==> src/rtl/id_ex_pipeline_reg_if.sv <==
// id_ex_pipeline_reg_if: decode-side inputs, WB write-through and EX-side outputs of the ID/EX register
interface id_ex_pipeline_reg_if #(
  parameter int XLEN = 32,
  parameter int SEL_W = 5
);
  logic             stall;
  logic             flush;
  logic             id_valid;
  logic [XLEN-1:0]  id_pc;
  logic [4:0]       id_rs1;
  logic [4:0]       id_rs2;
  logic [4:0]       id_rd;
  logic [XLEN-1:0]  id_rs1_data;
  logic [XLEN-1:0]  id_rs2_data;
  logic [XLEN-1:0]  id_imm;
  logic             id_op1_sel;
  logic             id_op2_sel;
  logic [SEL_W-1:0] id_alu_select;
  logic             id_mem_read;
  logic             id_mem_write;
  logic             id_reg_write;
  logic             id_branch;
  logic             id_jump;
  logic [2:0]       id_funct3;
  logic [1:0]       id_wb_sel;
  logic             wb_reg_write;
  logic [4:0]       wb_rd;
  logic [XLEN-1:0]  wb_data;
  logic             load_use_hazard;
  logic             ex_valid;
  logic [XLEN-1:0]  ex_pc;
  logic [XLEN-1:0]  ex_imm;
  logic [XLEN-1:0]  ex_data1;
  logic [XLEN-1:0]  ex_data2;
  logic [XLEN-1:0]  ex_rs2_data;
  logic [4:0]       ex_rs1;
  logic [4:0]       ex_rs2;
  logic [4:0]       ex_rd;
  logic [SEL_W-1:0] ex_alu_select;
  logic             ex_mem_read;
  logic             ex_mem_write;
  logic             ex_reg_write;
  logic             ex_branch;
  logic             ex_jump;
  logic [2:0]       ex_funct3;
  logic [1:0]       ex_wb_sel;
  modport master (
    output stall, flush, id_valid, id_pc, id_rs1, id_rs2, id_rd, id_rs1_data, id_rs2_data, id_imm,
           id_op1_sel, id_op2_sel, id_alu_select, id_mem_read, id_mem_write, id_reg_write, id_branch,
           id_jump, id_funct3, id_wb_sel, wb_reg_write, wb_rd, wb_data,
    input  load_use_hazard, ex_valid, ex_pc, ex_imm, ex_data1, ex_data2, ex_rs2_data, ex_rs1, ex_rs2,
           ex_rd, ex_alu_select, ex_mem_read, ex_mem_write, ex_reg_write, ex_branch, ex_jump,
           ex_funct3, ex_wb_sel
  );
  modport slave (
    input  stall, flush, id_valid, id_pc, id_rs1, id_rs2, id_rd, id_rs1_data, id_rs2_data, id_imm,
           id_op1_sel, id_op2_sel, id_alu_select, id_mem_read, id_mem_write, id_reg_write, id_branch,
           id_jump, id_funct3, id_wb_sel, wb_reg_write, wb_rd, wb_data,
    output load_use_hazard, ex_valid, ex_pc, ex_imm, ex_data1, ex_data2, ex_rs2_data, ex_rs1, ex_rs2,
           ex_rd, ex_alu_select, ex_mem_read, ex_mem_write, ex_reg_write, ex_branch, ex_jump,
           ex_funct3, ex_wb_sel
  );
endinterface

==> src/rtl/id_ex_pipeline_reg.sv <==
// id_ex_pipeline_reg: ID/EX register with operand select, WB write-through, stall refresh and load-use bubbling
module id_ex_pipeline_reg #(
  parameter int XLEN = 32,
  parameter int SEL_W = 5
) (
  input logic               i_clk,
  input logic               i_rst,
  id_ex_pipeline_reg_if.slave bus
);
  typedef struct packed {
    logic             valid;
    logic [XLEN-1:0]  pc;
    logic [XLEN-1:0]  imm;
    logic [XLEN-1:0]  rs1v;
    logic [XLEN-1:0]  rs2v;
    logic             op1_sel;
    logic             op2_sel;
    logic [4:0]       rs1;
    logic [4:0]       rs2;
    logic [4:0]       rd;
    logic [SEL_W-1:0] alu_sel;
    logic             mem_read;
    logic             mem_write;
    logic             reg_write;
    logic             branch;
    logic             jump;
    logic [2:0]       funct3;
    logic [1:0]       wb_sel;
  } ex_t;
  ex_t  r_ex;
  ex_t  w_cap;
  ex_t  w_held;
  ex_t  w_nxt;
  logic w_wb_ok;
  logic w_hazard;
  assign w_wb_ok  = bus.wb_reg_write && bus.wb_rd != 5'd0;
  assign w_hazard = r_ex.valid && r_ex.mem_read && r_ex.rd != 5'd0 && bus.id_valid &&
                    (r_ex.rd == bus.id_rs1 || r_ex.rd == bus.id_rs2);
  // capture image: decoded fields with WB write-through applied to the raw operands
  always_comb begin
    w_cap           = '0;
    w_cap.valid     = 1'b1;
    w_cap.pc        = bus.id_pc;
    w_cap.imm       = bus.id_imm;
    w_cap.rs1v      = w_wb_ok && bus.wb_rd == bus.id_rs1 ? bus.wb_data : bus.id_rs1_data;
    w_cap.rs2v      = w_wb_ok && bus.wb_rd == bus.id_rs2 ? bus.wb_data : bus.id_rs2_data;
    w_cap.op1_sel   = bus.id_op1_sel;
    w_cap.op2_sel   = bus.id_op2_sel;
    w_cap.rs1       = bus.id_rs1;
    w_cap.rs2       = bus.id_rs2;
    w_cap.rd        = bus.id_rd;
    w_cap.alu_sel   = bus.id_alu_select;
    w_cap.mem_read  = bus.id_mem_read;
    w_cap.mem_write = bus.id_mem_write;
    w_cap.reg_write = bus.id_reg_write && bus.id_rd != 5'd0;
    w_cap.branch    = bus.id_branch;
    w_cap.jump      = bus.id_jump;
    w_cap.funct3    = bus.id_funct3;
    w_cap.wb_sel    = bus.id_wb_sel;
  end
  // held image: a stalled entry keeps picking up WB results for its source registers
  always_comb begin
    w_held      = r_ex;
    w_held.rs1v = r_ex.valid && w_wb_ok && bus.wb_rd == r_ex.rs1 ? bus.wb_data : r_ex.rs1v;
    w_held.rs2v = r_ex.valid && w_wb_ok && bus.wb_rd == r_ex.rs2 ? bus.wb_data : r_ex.rs2v;
  end
  assign w_nxt = bus.flush ? '0 : bus.stall ? w_held : (w_hazard || !bus.id_valid) ? '0 : w_cap;
  // state register; a bubble is the all-zero image
  always_ff @(posedge i_clk) begin
    r_ex <= i_rst ? '0 : w_nxt;
  end
  assign bus.load_use_hazard = w_hazard;
  assign bus.ex_valid        = r_ex.valid;
  assign bus.ex_pc           = r_ex.pc;
  assign bus.ex_imm          = r_ex.imm;
  assign bus.ex_data1        = r_ex.op1_sel ? r_ex.pc : r_ex.rs1v;
  assign bus.ex_data2        = r_ex.op2_sel ? r_ex.imm : r_ex.rs2v;
  assign bus.ex_rs2_data     = r_ex.rs2v;
  assign bus.ex_rs1          = r_ex.rs1;
  assign bus.ex_rs2          = r_ex.rs2;
  assign bus.ex_rd           = r_ex.rd;
  assign bus.ex_alu_select   = r_ex.alu_sel;
  assign bus.ex_mem_read     = r_ex.mem_read;
  assign bus.ex_mem_write    = r_ex.mem_write;
  assign bus.ex_reg_write    = r_ex.reg_write;
  assign bus.ex_branch       = r_ex.branch;
  assign bus.ex_jump         = r_ex.jump;
  assign bus.ex_funct3       = r_ex.funct3;
  assign bus.ex_wb_sel       = r_ex.wb_sel;
endmodule

==> src/flat_wrapper.sv <==
// flat-port wrapper written by rule: the top's interface ports become plain ports
module id_ex_pipeline_reg_flat 
#(
  parameter int XLEN = 32,
  parameter int SEL_W = 5
)
  (i_clk, i_rst, bus_stall, bus_flush, bus_id_valid, bus_id_pc, bus_id_rs1, bus_id_rs2, bus_id_rd, bus_id_rs1_data, bus_id_rs2_data, bus_id_imm, bus_id_op1_sel, bus_id_op2_sel, bus_id_alu_select, bus_id_mem_read, bus_id_mem_write, bus_id_reg_write, bus_id_branch, bus_id_jump, bus_id_funct3, bus_id_wb_sel, bus_wb_reg_write, bus_wb_rd, bus_wb_data, bus_load_use_hazard, bus_ex_valid, bus_ex_pc, bus_ex_imm, bus_ex_data1, bus_ex_data2, bus_ex_rs2_data, bus_ex_rs1, bus_ex_rs2, bus_ex_rd, bus_ex_alu_select, bus_ex_mem_read, bus_ex_mem_write, bus_ex_reg_write, bus_ex_branch, bus_ex_jump, bus_ex_funct3, bus_ex_wb_sel);
  id_ex_pipeline_reg_if #(.XLEN(XLEN), .SEL_W(SEL_W)) bus_i ();
  input logic i_clk;
  input logic i_rst;
  input wire logic [$bits(bus_i.stall)-1:0] bus_stall;
  input wire logic [$bits(bus_i.flush)-1:0] bus_flush;
  input wire logic [$bits(bus_i.id_valid)-1:0] bus_id_valid;
  input wire logic [$bits(bus_i.id_pc)-1:0] bus_id_pc;
  input wire logic [$bits(bus_i.id_rs1)-1:0] bus_id_rs1;
  input wire logic [$bits(bus_i.id_rs2)-1:0] bus_id_rs2;
  input wire logic [$bits(bus_i.id_rd)-1:0] bus_id_rd;
  input wire logic [$bits(bus_i.id_rs1_data)-1:0] bus_id_rs1_data;
  input wire logic [$bits(bus_i.id_rs2_data)-1:0] bus_id_rs2_data;
  input wire logic [$bits(bus_i.id_imm)-1:0] bus_id_imm;
  input wire logic [$bits(bus_i.id_op1_sel)-1:0] bus_id_op1_sel;
  input wire logic [$bits(bus_i.id_op2_sel)-1:0] bus_id_op2_sel;
  input wire logic [$bits(bus_i.id_alu_select)-1:0] bus_id_alu_select;
  input wire logic [$bits(bus_i.id_mem_read)-1:0] bus_id_mem_read;
  input wire logic [$bits(bus_i.id_mem_write)-1:0] bus_id_mem_write;
  input wire logic [$bits(bus_i.id_reg_write)-1:0] bus_id_reg_write;
  input wire logic [$bits(bus_i.id_branch)-1:0] bus_id_branch;
  input wire logic [$bits(bus_i.id_jump)-1:0] bus_id_jump;
  input wire logic [$bits(bus_i.id_funct3)-1:0] bus_id_funct3;
  input wire logic [$bits(bus_i.id_wb_sel)-1:0] bus_id_wb_sel;
  input wire logic [$bits(bus_i.wb_reg_write)-1:0] bus_wb_reg_write;
  input wire logic [$bits(bus_i.wb_rd)-1:0] bus_wb_rd;
  input wire logic [$bits(bus_i.wb_data)-1:0] bus_wb_data;
  output wire logic [$bits(bus_i.load_use_hazard)-1:0] bus_load_use_hazard;
  output wire logic [$bits(bus_i.ex_valid)-1:0] bus_ex_valid;
  output wire logic [$bits(bus_i.ex_pc)-1:0] bus_ex_pc;
  output wire logic [$bits(bus_i.ex_imm)-1:0] bus_ex_imm;
  output wire logic [$bits(bus_i.ex_data1)-1:0] bus_ex_data1;
  output wire logic [$bits(bus_i.ex_data2)-1:0] bus_ex_data2;
  output wire logic [$bits(bus_i.ex_rs2_data)-1:0] bus_ex_rs2_data;
  output wire logic [$bits(bus_i.ex_rs1)-1:0] bus_ex_rs1;
  output wire logic [$bits(bus_i.ex_rs2)-1:0] bus_ex_rs2;
  output wire logic [$bits(bus_i.ex_rd)-1:0] bus_ex_rd;
  output wire logic [$bits(bus_i.ex_alu_select)-1:0] bus_ex_alu_select;
  output wire logic [$bits(bus_i.ex_mem_read)-1:0] bus_ex_mem_read;
  output wire logic [$bits(bus_i.ex_mem_write)-1:0] bus_ex_mem_write;
  output wire logic [$bits(bus_i.ex_reg_write)-1:0] bus_ex_reg_write;
  output wire logic [$bits(bus_i.ex_branch)-1:0] bus_ex_branch;
  output wire logic [$bits(bus_i.ex_jump)-1:0] bus_ex_jump;
  output wire logic [$bits(bus_i.ex_funct3)-1:0] bus_ex_funct3;
  output wire logic [$bits(bus_i.ex_wb_sel)-1:0] bus_ex_wb_sel;
  assign bus_i.stall = bus_stall;
  assign bus_i.flush = bus_flush;
  assign bus_i.id_valid = bus_id_valid;
  assign bus_i.id_pc = bus_id_pc;
  assign bus_i.id_rs1 = bus_id_rs1;
  assign bus_i.id_rs2 = bus_id_rs2;
  assign bus_i.id_rd = bus_id_rd;
  assign bus_i.id_rs1_data = bus_id_rs1_data;
  assign bus_i.id_rs2_data = bus_id_rs2_data;
  assign bus_i.id_imm = bus_id_imm;
  assign bus_i.id_op1_sel = bus_id_op1_sel;
  assign bus_i.id_op2_sel = bus_id_op2_sel;
  assign bus_i.id_alu_select = bus_id_alu_select;
  assign bus_i.id_mem_read = bus_id_mem_read;
  assign bus_i.id_mem_write = bus_id_mem_write;
  assign bus_i.id_reg_write = bus_id_reg_write;
  assign bus_i.id_branch = bus_id_branch;
  assign bus_i.id_jump = bus_id_jump;
  assign bus_i.id_funct3 = bus_id_funct3;
  assign bus_i.id_wb_sel = bus_id_wb_sel;
  assign bus_i.wb_reg_write = bus_wb_reg_write;
  assign bus_i.wb_rd = bus_wb_rd;
  assign bus_i.wb_data = bus_wb_data;
  assign bus_load_use_hazard = bus_i.load_use_hazard;
  assign bus_ex_valid = bus_i.ex_valid;
  assign bus_ex_pc = bus_i.ex_pc;
  assign bus_ex_imm = bus_i.ex_imm;
  assign bus_ex_data1 = bus_i.ex_data1;
  assign bus_ex_data2 = bus_i.ex_data2;
  assign bus_ex_rs2_data = bus_i.ex_rs2_data;
  assign bus_ex_rs1 = bus_i.ex_rs1;
  assign bus_ex_rs2 = bus_i.ex_rs2;
  assign bus_ex_rd = bus_i.ex_rd;
  assign bus_ex_alu_select = bus_i.ex_alu_select;
  assign bus_ex_mem_read = bus_i.ex_mem_read;
  assign bus_ex_mem_write = bus_i.ex_mem_write;
  assign bus_ex_reg_write = bus_i.ex_reg_write;
  assign bus_ex_branch = bus_i.ex_branch;
  assign bus_ex_jump = bus_i.ex_jump;
  assign bus_ex_funct3 = bus_i.ex_funct3;
  assign bus_ex_wb_sel = bus_i.ex_wb_sel;
  id_ex_pipeline_reg #(.XLEN(XLEN), .SEL_W(SEL_W)) u_core (.i_clk(i_clk), .i_rst(i_rst), .bus(bus_i));
endmodule
==> config.mk <==
export PLATFORM = sky130hd
export DESIGN_NAME = id_ex_pipeline_reg_flat
export DESIGN_NICKNAME = d
export VERILOG_FILES = /design/src/rtl/id_ex_pipeline_reg_if.sv /design/src/rtl/id_ex_pipeline_reg.sv /design/src/flat_wrapper.sv
export SDC_FILE = /design/constraint.sdc
export NUM_CORES = 1
export LEC_CHECK = 0
export ABC_CLOCK_PERIOD_IN_PS = 2000
export BUFFER_PORTS_ARGS = -buffer_cell sky130_fd_sc_hd__clkbuf_2
export CORE_AREA = 3 3 152 154
export DETAILED_ROUTE_END_ITERATION = 8
export DIE_AREA = 0 0 155 157
export GPL_ROUTABILITY_DRIVEN = 0
export PLACE_DENSITY_LB_ADDON = 0.2
export SLEW_MARGIN = 20
export SYNTH_ARGS = -nofsm -noshare
export SYNTH_HDL_FRONTEND = slang
export SYNTH_SLANG_ARGS = --single-unit
==> constraint.sdc <==
create_clock -name i_clk -period 2 [get_ports i_clk]
set_clock_uncertainty 0.2 [all_clocks]
set_input_delay 0.3 -clock i_clk [delete_from_list [all_inputs] [get_ports i_clk]]
set_output_delay 0.3 -clock i_clk [all_outputs]
set_load 0.03 [all_outputs]
After elaboration in Yosys (flattened, before gate mapping)
Cells that the tools add are included.
{ "totals": {"ff_bits": 161, "output_inout_bits": 192, "wordCells": 52, "in_bits": 203} }
{ "op_classes": {"n_eq_ne": 8, "muxes": 8, "reduce_logical": 18} }
{ "ops": {"columns": ["operator", "count"], "rows": [
  ["$mux 32", 6],
  ["$mux 161", 1],
  ["$mux 96", 1],
  ["$eq 5x5->1", 6],
  ["$reduce_bool 5->1", 3],
  ["$logic_and 1x1->1", 11],
  ["$ne 2x1->1 const B", 2],
  ["$logic_or 1x1->1", 2],
  ["$reduce_or 2->1", 1],
  ["$logic_not 1->1", 1]
]} }

Logic depth before layout (Yosys ltp)
Gate-level depths: netlist of run 1.
{ "depth": {"depth_word": 7, "depth_mapped": 8, "ltp_nobuf": 6} }

Worst setup path after synthesis of run 1
OpenSTA, ideal clock, no wires.
{ "synth_timing": {"kind": "input-to-reg", "startpoint": "input port bus_wb_rd[2]", "endpoint": "register u_core.r_ex[65] (netlist name)", "path_buffers": 2, "slack_ps": -175, "t_arrival_ps": 1853, "setup_ps": 122, "path_stages": 8, "required_ps": 1678, "path_cell_list": "buf_2 > or4_4 > o21ai_4 > nor4_4 > buf_6 > mux2_4 > nand2_1 > a21oi_1"} }
{ "synth_between": {"elab_chain_len": 6, "word_cells_on_any_way": 11, "cone_classes": "eq/ne (3); mux (3); reduce/logical (5)"} }
{ "synth_lines": {"columns": ["element", "line_no", "text"], "rows": [
  ["start: declaration", "flat_wrapper.sv:32", "input wire logic [$bits(bus_i.wb_rd)-1:0] bus_wb_rd;"],
  ["$reduce_bool 5->1", "id_ex_pipeline_reg.sv:36", "assign w_wb_ok = bus.wb_reg_write && bus.wb_rd != 5'd0;"],
  ["$logic_and 1x1->1", "id_ex_pipeline_reg.sv:36", null],
  ["$logic_and 1x1->1", "id_ex_pipeline_reg.sv:45", "w_cap.rs1v = w_wb_ok && bus.wb_rd == bus.id_rs1 ? bus.wb_data : bus.id_rs1_data;"],
  ["$mux 32", "id_ex_pipeline_reg.sv:45", null],
  ["$mux 161", "id_ex_pipeline_reg.sv:67", "assign w_nxt = bus.flush ? '0 : bus.stall ? w_held : (w_hazard || !bus.id_valid) ? '0 : w_cap;"],
  ["$mux 96", "id_ex_pipeline_reg.sv:67", null],
  ["end signal: assignment", "id_ex_pipeline_reg.sv:70", "r_ex <= i_rst ? '0 : w_nxt;"],
  ["end: declaration", "id_ex_pipeline_reg.sv:30", "ex_t r_ex;"]
]} }
Parallel ways exist; a longest one is shown, timed or not.
A chain may end at the register's enable or synchronous reset.

Worst setup path in the final report of run 1
{ "layout_timing": {"startpoint": "register u_core.r_ex[30] (netlist name)", "endpoint": "output port bus_ex_data2[31]"} }
{ "layout_between": {"elab_chain_len": 1} }
{ "layout_lines": {"columns": ["element", "line_no", "text"], "rows": [
  ["$mux 32", "id_ex_pipeline_reg.sv:77", "assign bus.ex_data2 = r_ex.op2_sel ? r_ex.imm : r_ex.rs2v;"],
  ["end: declaration", "flat_wrapper.sv:39", "output wire logic [$bits(bus_i.ex_data2)-1:0] bus_ex_data2;"]
]} }
Every way passes these cells.

==> out/results.txt, run 1 <==
The run gives 1468 as the number of placed instances, taps included. The count of maximum capacitance violations came out at 0. The share of the synthesized area in the top cell type came out at 0.367. The first detailed-routing pass ran for 5 iterations. After the first detailed-routing iteration, the DRC count stood at 590.

For the area of the die, the log shows 0.0243 mm2. The tools report the relative slew slack as 0.668. The share of synthesized registers carrying an async set or reset came out at 0. The min-delay analysis places its worst path in the category input port to flop.

The most used flip-flop cell after synthesis is sky130_fd_sc_hd__dfxtp_1. Clock tree synthesis inserted a total of 17 buffers. For the worst setup path, the data required time is 1.50 ns.

The number of fill cells in the layout came out at 1745. The tools report the number of instances in the synthesized netlist as 938. The number of buffers on the longest clock path was 2; the die boundary height was 157 um. During synthesis, Yosys emitted a total of 0 warnings. In this run the core area contains 54 standard-cell rows. The final worst-path cycle share came out at 1.02.

The clock-pin slew on the worst setup and hold paths works out to 0.07 ns. TritonCTS built the clock tree. Relative to the synthesized area, the layout overhead comes to 55.9%.

Dividing total power by cell area gives a power density of 609 mW/mm2. Entering global routing, the biggest net connects 72 pins. In the synthesized netlist, the cells that appear most often are 161 x sky130_fd_sc_hd__dfxtp_1, 124 x sky130_fd_sc_hd__buf_4, 98 x sky130_fd_sc_hd__nor2_1. For this block, the routed nets add up to 34200 um of wire. The maximum operating frequency is 490 MHz, and the number of buffers inserted by port buffering is 394.

Dividing the detail-routed wire length by the instance count gives 21.1 um. The logs give 2 for the initial antenna violation count and 8568 for the routed via count. The tools report the count of clock tree sinks as 161. The power consumption was 8.34 mW; the length in cells of the worst reg-to-reg path was 6. The count of endpoints failing setup in the final report was 33; the arrival time reported for the critical path endpoint was 1.54 ns. The sequential element share of the synthesized area is 0.367. The maximum fanout along the worst path works out to 8. The detail route stage leaves a number of antenna-violating nets equal to 0.

The final reports fail on negative setup slack. After synthesis, the netlist uses 32 different library cells. The total number of H-tree levels came out at 4.

The flow ran to the end, but the final reports show violations. For the core outline area, the log shows 0.0218 mm2. The tools report the total half-perimeter wirelength after legalization and detailed placement as 21900 um. The tools report the effective utilization at floorplan as 0.403. The run gives -0.0415 ns as the worst setup margin. For the number of nets in the layout, the log shows 1527. The flop and latch count out of synthesis is 161. The synthesized design contains 0 enable-type register cells. The tree is rooted in a sky130_fd_sc_hd__clkbuf_16.

For the worst-skew pair, the clock arrives at the later sink with an insertion delay of 0.41 ns. The worst-case IR drop observed on VDD is 0.484 mV. The worst setup path is captured at a primary output. Prior to clock tree synthesis, the placed netlist has a worst setup slack of -0.345 ns. The run gives 8564 as the number of global-route vias before repair.

The start-to-end type of the worst setup path is flop to primary output. Measured along the x axis, the die boundary spans 155 um. The final number of max-transition violations is 0. Standby leakage power: 5.74 nW. The worst path in the final design needs a cycle of 2.04 ns, including I/O delays and setup. The number of instances on the worst hold path works out to 3. Setup repair after global routing could not meet its margin everywhere. Pin placement for this block handled 395 I/O pins. The tools report the wire length of the first global-routing pass as 48900 um. The combined area of all synthesized cells was 0.00878 mm2; the total DRC errors in the routed layout was 0. The proportion of layout cells with a drive suffix above 1 works out to 0.494. Library cell with the largest summed area after synthesis: sky130_fd_sc_hd__dfxtp_1.

Once layout is done, the placed cells without fillers occupy 0.0137 mm2. After the flow finishes, the layout carries non-filler instances totaling 1619. Summed over all layers, the global routing overflow is 0.

The tools report the placed standard-cell area as 0.0105 mm2. After detailed routing, the number of vias per cell comes to 5.29. The total routing resource utilization after global routing was 0.257. In the post-synthesis netlist, the biggest area contributors are sky130_fd_sc_hd__dfxtp_1 37%, sky130_fd_sc_hd__buf_4 11%, sky130_fd_sc_hd__mux2_2 8.5%. At the pin with the least slew margin, the transition time is 0.494 ns. The number of nets handed over by synthesis was 1141.

A synthesized cell averages 9.37 um2. sky130_fd_sc_hd__dfxtp_1 is the most common cell in the netlist. Kind of launch point of the worst setup path: a flop. The count of final hold-check violations came out at 0.
-- routing by layer --
| metal | wire, um | global-route usage |
|---|---|---|
| met3 | 2160 | 0.0517 |
| met4 | 931 | 0.0959 |
| met1 | 14200 | 0.326 |
| met2 | 16900 | 0.432 |
| met5 | 13 | 0 |
-- area by class of cell --
cell class | count | area, um2 | area share
multi-input combinational | 575 | 4840 | 0.354
timing repair buffer | 568 | 4640 | 0.339
sequential | 161 | 3250 | 0.237
clock buffer | 19 | 453 | 0.0331
tap | 280 | 350 | 0.0256
clock inverter | 13 | 151 | 0.0111
antenna | 2 | 5.00 | 0.000365
inverter | 1 | 3.75 | 0.000274
-- through the flow --
| step | hold slack (ns) | TNS, ns | util |
|---|---|---|---|
| after floorplan | 0.244 | -6.73 | - |
| after global placement | 0.263 | -18.40 | 0.482 |
| after detailed placement | 0.276 | -19.64 | 0.482 |
| after CTS | 0.000921 | -2.48 | 0.596 |
| after global routing | 0.0194 | -4.66 | 0.628 |
| final | 0.0225 | -0.883 | 0.628 |
-- power breakdown --
group          switching, mW  total, mW  internal [mW]  leakage [nW]
combinational          0.797       1.59          0.789          4.13
clock                   1.47       3.41           1.94         0.294
sequential            0.0740       3.35           3.27          1.31
-- worst max-delay path, cell delays in order (launching register included) --
cell and delay (ns):
sky130_fd_sc_hd__dfxtp_4 0.37, sky130_fd_sc_hd__buf_12 0.13, sky130_fd_sc_hd__buf_16 0.15, sky130_fd_sc_hd__mux2_4 0.32
sky130_fd_sc_hd__buf_8 0.14
-- registers in the layout, indices dropped and copies added (netlist names) --
signal / flops
u_core.bus.ex_mem_read: 1
u_core.bus.ex_rs1: 5
u_core.r_ex: 34
u_core.bus.ex_branch: 1
u_core.bus.ex_alu_select: 5
u_core.bus.ex_rd: 5
u_core.bus.ex_jump: 1
u_core.bus.ex_reg_write: 1
u_core.bus.ex_rs2_data: 32
u_core.bus.ex_mem_write: 1
u_core.bus.ex_valid: 1
u_core.bus.ex_pc: 32
u_core.bus.ex_funct3: 3
u_core.bus.ex_wb_sel: 2
u_core.bus.ex_imm: 32
u_core.bus.ex_rs2: 5
-- layout by cell type, fill, tap and decap left out, drive strengths merged --
cell type / synthesis / routed
o211ai: 1 / 1
a21oi: 36 / 36
or2: 2 / 2
buf: 145 / 130
nor4: 2 / 2
nand2b: 1 / 1
mux2: 96 / 96
and2: 1 / 1
xor2: 4 / 4
nand3: 8 / 8
nor2: 98 / 98
or4: 3 / 3
diode: 0 / 2
xnor2: 26 / 26
inv: 1 / 5
mux2i: 64 / 64
clkbuf: 56 / 354
a22oi: 95 / 95
dlygate4sd3: 0 / 103
nor3: 2 / 2
dfxtp: 161 / 161
o22ai: 1 / 1
o21ai: 65 / 65
clkinvlp: 0 / 2
nand2: 38 / 38
o32ai: 32 / 32
clkinv: 0 / 5
bufinv: 0 / 2
-- cell families (layout without fill, tap and decap cells) --
group / count (synthesis) / count (layout) / share of synthesized area
compound gates: 230 / 230 / 0.173
xor+xnor: 30 / 30 / 0.0299
buf+inv: 202 / 601 / 0.145
flops: 161 / 161 / 0.367
mux: 160 / 160 / 0.209
other cells: 0 / 2 / 0
simple gates: 155 / 155 / 0.0758
-- path summary, 6_finish.rpt --
kind | slack [ns] | end | from
max reg2reg | -0.01 | u_core.bus.ex_rs2_data[20]$_SDFFE_PP0P_ | u_core.bus.ex_rd[0]$_SDFFE_PP0N_
max | -0.04 | bus_ex_data2[31] | u_core.r_ex[30]$_SDFFE_PP0N_
min reg2reg | 0.29 | u_core.bus.ex_reg_write$_SDFFE_PP0N_ | u_core.bus.ex_reg_write$_SDFFE_PP0N_
min | 0.02 | u_core.bus.ex_rs2_data[2]$_SDFFE_PP0P_ | bus_id_rs2_data[2]
-- timing repair --
| action | CTS | global route |
|---|---|---|
| setup buffers | 2 | 4 |
| hold endpoints to repair | 103 | 0 |
| setup endpoints to repair | 85 | 142 |
| hold buffers | 103 | 0 |
| gates resized for setup | 182 | 148 |
| pin swaps | 2 | 12 |
| cloned | 3 | 6 |
(Power assumes the default switching activity.)
==> inputs of run 2 (changes only) <==
- CAP_MARGIN: not set -> 10
- CORE_AREA: 3 3 152 154 -> 2 2 155 157
- DIE_AREA: 0 0 155 157 -> 0 0 157 159
- MAX_ROUTING_LAYER: not set -> met4
==> run 2 against run 1 <==
Against the previous run: the flow still finishes with violations (negative setup slack); non-clock buffer count down 1; count of clock-buffer cells in the layout did not move; power decreased by 0.39%; combinational power is essentially flat.
==> out/results.txt, run 2 (synthesis gave the netlist of run 1 again) <==
Number of cell rows: 56. TritonCTS built the clock tree. Entering global routing, the biggest net connects 79 pins. The effective utilization at floorplan was 0.379; the proportion of layout cells with a drive suffix above 1 was 0.514. The width of the die works out to 157 um. STA classifies the critical path endpoint as a primary output. The setup slack at placement is -0.333 ns, and the power consumption is 8.31 mW. Summed over all failing endpoints, the final setup total negative slack is -1.99 ns. At the worst endpoint, the arrival time is 1.58 ns. Fill cells in the final layout number 1980.

The logs give 8549 for the routed via count and 5.96 mW for the design internal power. The shortest period the worst path allows works out to 2.08 ns. Commonest non-fill, non-tap cell in the layout: sky130_fd_sc_hd__clkbuf_2.

From synthesis to final layout, the design area changed by 55.9%. The tools report the sequential share of power as 0.403. Once detailed placement completed, the half-perimeter wirelength came to 21700 um. The die covers 0.0250 mm2.

u_core.r_ex holds more flip-flops than any other register. For the count of maximum capacitance violations, the log shows 0. Required time of the worst setup path: 1.50 ns. The tools report the total wirelength of the detailed-routed design as 33900 um. Number of design-rule violations left by the first detailed-router iteration: 620. The root buffer cell was sky130_fd_sc_hd__clkbuf_16. Summing all flip-flop and latch instances after layout gives 0.00326 mm2. For the pin with the worst max-slew slack, the measured transition is 0.510 ns. The power density over the cells is 607 mW/mm2, and the count of clock tree sinks is 161. The worst setup margin was -0.0776 ns; the maximum fanout along the worst path was 33. The register with the most flip-flops in the layout has 34 of them.

The worst setup path is of the flop to primary output kind. Die boundary height: 159 um. Number of buffers on the longest clock path: 2.

The run gives 61 as the count of endpoints failing setup in the final report. The total area inside the core boundary comes to 0.0232 mm2. The power share of the combinational group is 0.191, and the area of the multi-input gates is 0.00486 mm2. In the routed design, unresolved DRC markers number 0. The initial antenna violation count was 2; the wire length of the first global-routing pass was 47700 um. The total number of H-tree levels is 4, and the net switching share of the total power is 0.283. The min-delay analysis places its worst path in the category input port to flop. The final global-route overflow total was 0; the worst IR drop on VDD was 0.449 mV. The relative slew slack is 0.660. For the worst-skew pair, the clock arrives at the later sink with an insertion delay of 0.42 ns. For this design the static power due to leakage is 5.72 nW. The flow ran to the end, but the final reports show violations. The number of clock buffers added by TritonCTS is 17. For this run, the top clock speed supported by timing is 481 MHz. Clock-pin slew was measured on the worst setup and hold paths at 0.07 ns.

The number of buffers inserted by port buffering was 394; the reported net switching power was 2.35 mW. Setup repair after global routing could not meet its margin everywhere. Leaving out fill and tap cells, the most frequent cells in the layout are 328 x sky130_fd_sc_hd__clkbuf_2, 149 x sky130_fd_sc_hd__dfxtp_1, 100 x sky130_fd_sc_hd__dlygate4sd3_1. The final worst-path cycle share was 1.04; the total routing resource utilization after global routing was 0.253. The worst setup path is launched from a flop.

The average wire length per cell after detail routing works out to 20.5 um. The final reports fail on negative setup slack. The final number of max-transition violations is 0, and the average vias per placed instance is 5.16.

The run gives 8533 as the number of global-route vias before repair. After the last flow step, the layout net total stands at 1526. In this run the remaining antenna-violating nets after routing total 0. The tools report the clock network fraction of total power as 0.406.

In this run the count of I/O pins placed on the die edge is 395. The count of final hold-check violations is 0. The first detailed-routing pass took 5 iterations.
==> run 2: cell count changes in the layout (fill, tap and decap cells not counted), sizes merged <==
cell / previous run / this run
clkbuf: 354 / 391
clkinvlp: 2 / 3
buf: 130 / 95
dlygate4sd3: 103 / 100
clkinv: 5 / 3
inv: 5 / 6
==> run 2: per-stage QoR <==
step / hold WS (ns) / util / std cells / instance area, um2
2_1_floorplan: 0.244 / - / 938 / 8810
3_3_place_gp: 0.255 / 0.455 / 1500 / 10500
3_5_place_dp: 0.260 / 0.455 / 1500 / 10500
4_1_cts: 0.00170 / 0.554 / 1636 / 12800
5_1_grt: 0.0112 / 0.591 / 1657 / 13700
6_report: 0.00163 / 0.591 / 1657 / 13700
==> run 2: area by class of cell <==
| type | instances | share of cell area |
|---|---|---|
| Timing Repair Buffer | 567 | 0.334 |
| Multi-Input combinational cell | 575 | 0.355 |
| Inverter | 1 | 0.000274 |
| Sequential cell | 161 | 0.238 |
| Clock buffer | 19 | 0.0323 |
| Tap cell | 319 | 0.0291 |
| Clock inverter | 13 | 0.0111 |
| Antenna cell | 2 | 0.000365 |
==> run 2: critical path, stage by stage (launching register included) <==
cell	delay, ns
sky130_fd_sc_hd__dfxtp_2	0.34
sky130_fd_sc_hd__buf_12	0.20
sky130_fd_sc_hd__mux2_2	0.38
sky130_fd_sc_hd__clkbuf_4	0.19
==> run 2: per-layer routing <==
metal,global-route usage,vias to the layer above,wire [um]
met1,0.313,4127,14600
met4,0.0917,0,962
met2,0.409,356,16600
li1,-,4008,-
met3,0.0474,58,1710
met5,-,-,0
==> run 2: power by group through the flow <==
stage	sequential, mW	clock, mW	combinational (mW)
floorplan	3.39	0	0.742
global placement	3.42	0	1.18
detailed placement	3.42	0	1.18
CTS	3.34	3.43	1.42
global route	3.36	3.58	1.68
finish	3.35	3.38	1.58
==> run 2: final timing paths <==
check | start | endpoint | slack, ns | cells after the start
max reg2reg | u_core.bus.ex_rs2[0]$_SDFFE_PP0N_ | u_core.bus.ex_rs2_data[6]$_SDFFE_PP0P_ | 0.01 | 7
min | bus_wb_data[31] | u_core.r_ex[95]$_SDFFE_PP0P_ | 0.002 | 3
min reg2reg | u_core.bus.ex_reg_write$_SDFFE_PP0N_ | u_core.bus.ex_reg_write$_SDFFE_PP0N_ | 0.27 | 2
max | u_core.r_ex[30]$_SDFFE_PP0N_ | bus_ex_data2[12] | -0.08 | 3
==> run 2: what timing repair did <==
action                     in CTS  in global routing
gates cloned                    1                 14
hold buffers                  100                  0
buffers inserted                3                  6
pin swaps                       9                 14
hold endpoints to repair      100                  0
setup endpoints to repair      67                202
resized for setup             167                179
==> inputs of run 3 (changes only) <==
- CAP_MARGIN: 10 -> not set
- PLACE_DENSITY: not set -> 0.76
- PLACE_DENSITY_LB_ADDON: 0.2 -> not set
==> run 3 against run 2 <==
Against the previous run: the run still ends with negative setup slack left; via count grew 7.4%; sequential cell count is the same; worst hold slack gained 0.0067 ns; power grew 5.0%; cell count shrank 0.60%; core utilization grew 0.79 points; clock power grew 10%; fmax is essentially flat; sequential power is essentially flat; routed wire length grew 14%.
==> out/results.txt, run 3 (synthesis gave the netlist of run 1 again) <==
For hold timing, the worst endpoint is u_core.bus.ex_rs2_data[21]$_SDFFE_PP0P_. The first global-routing pass estimated 50200 um of wire. STA classifies the critical path startpoint as a flop.

Counting along the longest clock path gives a buffer depth of 2. The number of top-level pins was 395; the area of the die was 0.0250 mm2. The tools report the number of nets in the layout as 1516. The total routing resource utilization after global routing was 0.267; the final global-route overflow total was 0.

The number of global-route vias before repair came out at 8939. Later-pin clock latency in the skew report: 0.42 ns. The worst setup path is captured at a primary output. The proportion of layout cells with a drive suffix above 1 is 0.525, and the routed via count is 9183. For the effective utilization at floorplan, the log shows 0.379. For the reported net switching power, the log shows 2.49 mW. The family with the most delay on the worst path is flip-flops. The tools report the maximum operating frequency as 481 MHz.

The tools report the launch instance of the worst register-to-register path as u_core.bus.ex_rd[4]$_SDFFE_PP0N_. Die boundary height: 159 um. The detailed router finished its first iteration with 921 violations. The count of buffer and inverter cells on the critical path was 1; the number of fill cells in the layout was 1759.

Arrival time reported for the critical path endpoint: 1.58 ns. Dividing total power by cell area gives a power density of 629 mW/mm2. Max-cap violations in this run came to 0. Maximum cell stage delay along the critical path: 0.41 ns. The library cell used most frequently in the layout, excluding fill and tap cells, is sky130_fd_sc_hd__clkbuf_2. Input and output buffers added on the ports amount to 394.

Summed over all layers, the routed wires come to 38800 um. The power share of the combinational group was 0.188. The library cells used most frequently in the layout, excluding fill and tap cells, are 328 x sky130_fd_sc_hd__clkbuf_2, 148 x sky130_fd_sc_hd__dfxtp_1, 100 x sky130_fd_sc_hd__dlygate4sd3_1. In this run the most critical hold path is launched from bus_id_rs2_data[21]. Walking the worst path, the cells encountered are xnor2_2 > nand3_1 > o22ai_2 > and2_4 > clkbuf_8. The final number of max-transition violations is 0, and the number of flip-flops in the largest register is 34.

The clock network fraction of total power came out at 0.427. The final worst-path cycle share works out to 1.04. In this run the standard cell core region covers 0.0232 mm2. The critical path crosses 5 cells after its start point.

The number of cell rows is 56. Type of the most critical hold path: input port to flop. The internal power of the cells totals 6.23 mW. Detailed placement ended at an HPWL of 21300 um. Of all nets on the critical path, the largest fanout is 5. The final reports fail on negative setup slack.

Clock-pin slew was measured on the worst setup and hold paths at 0.07 ns. TritonCTS built the clock tree. In the final timing run, aggregate negative setup slack is -2.38 ns. The first detailed-routing pass took 5 iterations. The sequential share of power came out at 0.385. The run gives 65 as the largest net degree at the start of global routing.

The worst setup margin is -0.0793 ns, and the antenna violation net count after detailed routing is 0. The count of final hold-check violations came out at 0. After detailed routing, the number of vias per cell comes to 5.58. The count of endpoints failing setup in the final report is 72. Data on the critical path is required at its endpoint by 1.50 ns. The worst register-to-register path has a depth of 7.

The average wire length per cell after detail routing was 23.5 um; the number of clock buffers inserted by TritonCTS was 17. Number of instances on the worst hold path: 3. The routed design could run at a clock period as short as 2.08 ns.

The net switching share of the total power was 0.285. The relative slew slack is 0.498, and the total non-filler cell area in the finished layout is 0.0139 mm2. The filler-free cell count of the finished design is 1647.

The slowest stage of the critical path is the sky130_fd_sc_hd__dfxtp_4 cell. Setup repair after global routing could not meet its margin everywhere. The initial antenna violation count was 2; the slew of the pin with the lowest slew margin was 0.753 ns. Relative to the synthesized area, the layout overhead comes to 58.0%. For the total number of H-tree levels, the log shows 4. CTS placed an instance of sky130_fd_sc_hd__clkbuf_16 at the clock tree root. Terminus of the critical flop-to-flop path: u_core.bus.ex_rs2_data[28]$_SDFFE_PP0P_.

Clock tree synthesis found a total of 161 sinks. For this design the static power due to leakage is 5.72 nW. The run finished, with violations left.

The placed instances occupy a cell area of 0.0104 mm2. u_core.r_ex holds more flip-flops than any other register. The setup check on the worst reg-to-reg path leaves a slack of -0.03 ns. The tools report the number of placed instances, taps included as 1491. The width of the die came out at 157 um. By startpoint and endpoint, the worst setup path is classified as flop to primary output. For this run, design rule violations remaining after detail routing come to 0. Across the VDD grid, the largest voltage drop is 0.553 mV.
==> run 3: cell types whose count changed in the layout (fill, tap and decap cells not counted), sizes merged <==
cell / change
clkbuf: -35
bufinv: +2
buf: +24
inv: +1
clkinvlp: -2
==> run 3: area by class of cell <==
| cell class | instances | area [um2] | area share |
|---|---|---|---|
| multi-input cells | 575 | 5060 | 0.365 |
| clock inverters | 14 | 221 | 0.0160 |
| well taps | 319 | 399 | 0.0288 |
| diodes | 2 | 5.00 | 0.000361 |
| repair buffers | 557 | 4490 | 0.323 |
| inverters | 1 | 3.75 | 0.000270 |
| clock buffers | 18 | 439 | 0.0316 |
| flip-flops and latches | 161 | 3260 | 0.235 |
==> run 3: worst max-delay path by stage <==
stage                                                 from                                 endpoint
final                     u_core.bus.ex_rd[4]$_SDFFE_PP0N_                      bus_load_use_hazard
after global placement                       bus_id_rs1[4]             u_core.r_ex[64]$_SDFFE_PP0P_
after CTS                     u_core.r_ex[30]$_SDFFE_PP0N_                         bus_ex_data2[13]
after floorplan                               bus_wb_rd[2]             u_core.r_ex[66]$_SDFFE_PP0P_
after global routing      u_core.bus.ex_rd[1]$_SDFFE_PP0N_                      bus_load_use_hazard
after detailed placement                      bus_wb_rd[4]  u_core.bus.ex_rs2_data[20]$_SDFFE_PP0P_
==> run 3: per-layer routing <==
metal / routed length, um / global-route usage / vias up
met2: 19000 / 0.450 / 591
met5: 0 / - / -
met3: 2900 / 0.0487 / 136
met4: 1730 / 0.113 / 0
met1: 15100 / 0.309 / 4457
li1: - / - / 3999
==> run 3: what timing repair did <==
| item | CTS | global route |
|---|---|---|
| setup endpoints to repair | 107 | 136 |
| gates cloned | 3 | 12 |
| pin swaps | 5 | 14 |
| hold buffers | 100 | 0 |
| gates resized for setup | 152 | 254 |
| endpoints found under the hold margin | 100 | 0 |
| buffers inserted | 2 | 6 |
==> run 3: metrics by stage <==
stage / hold WS [ns] / power, mW / worst slack (ns) / utilization
6_report: 0.00836 / 8.73 / -0.0793 / 0.599
5_1_grt: 0.00317 / 9.02 / -0.161 / 0.599
4_1_cts: 0.000508 / 8.51 / -0.0767 / 0.549
3_5_place_dp: 0.275 / 4.59 / -0.325 / 0.448
3_3_place_gp: 0.254 / 4.57 / -0.320 / 0.448
2_1_floorplan: 0.244 / 4.14 / -0.155 / -
==> run 3: worst reg2reg max path: cells and delay by family (launching register included) <==
kind | cells | cell delay (ns)
simple gates | 3 | 0.59
compound gates | 2 | 0.41
flops | 1 | 0.38
buf+inv | 1 | 0.20
xor+xnor | 1 | 0.15
==> run 3: power groups by stage <==
stage / Clock, mW / Combinational [mW] / Sequential (mW)
finish: 3.73 / 1.64 / 3.36
global route: 3.93 / 1.72 / 3.36
CTS: 3.77 / 1.40 / 3.34
detailed placement: 0 / 1.17 / 3.42
global placement: 0 / 1.16 / 3.42
floorplan: 0 / 0.742 / 3.39
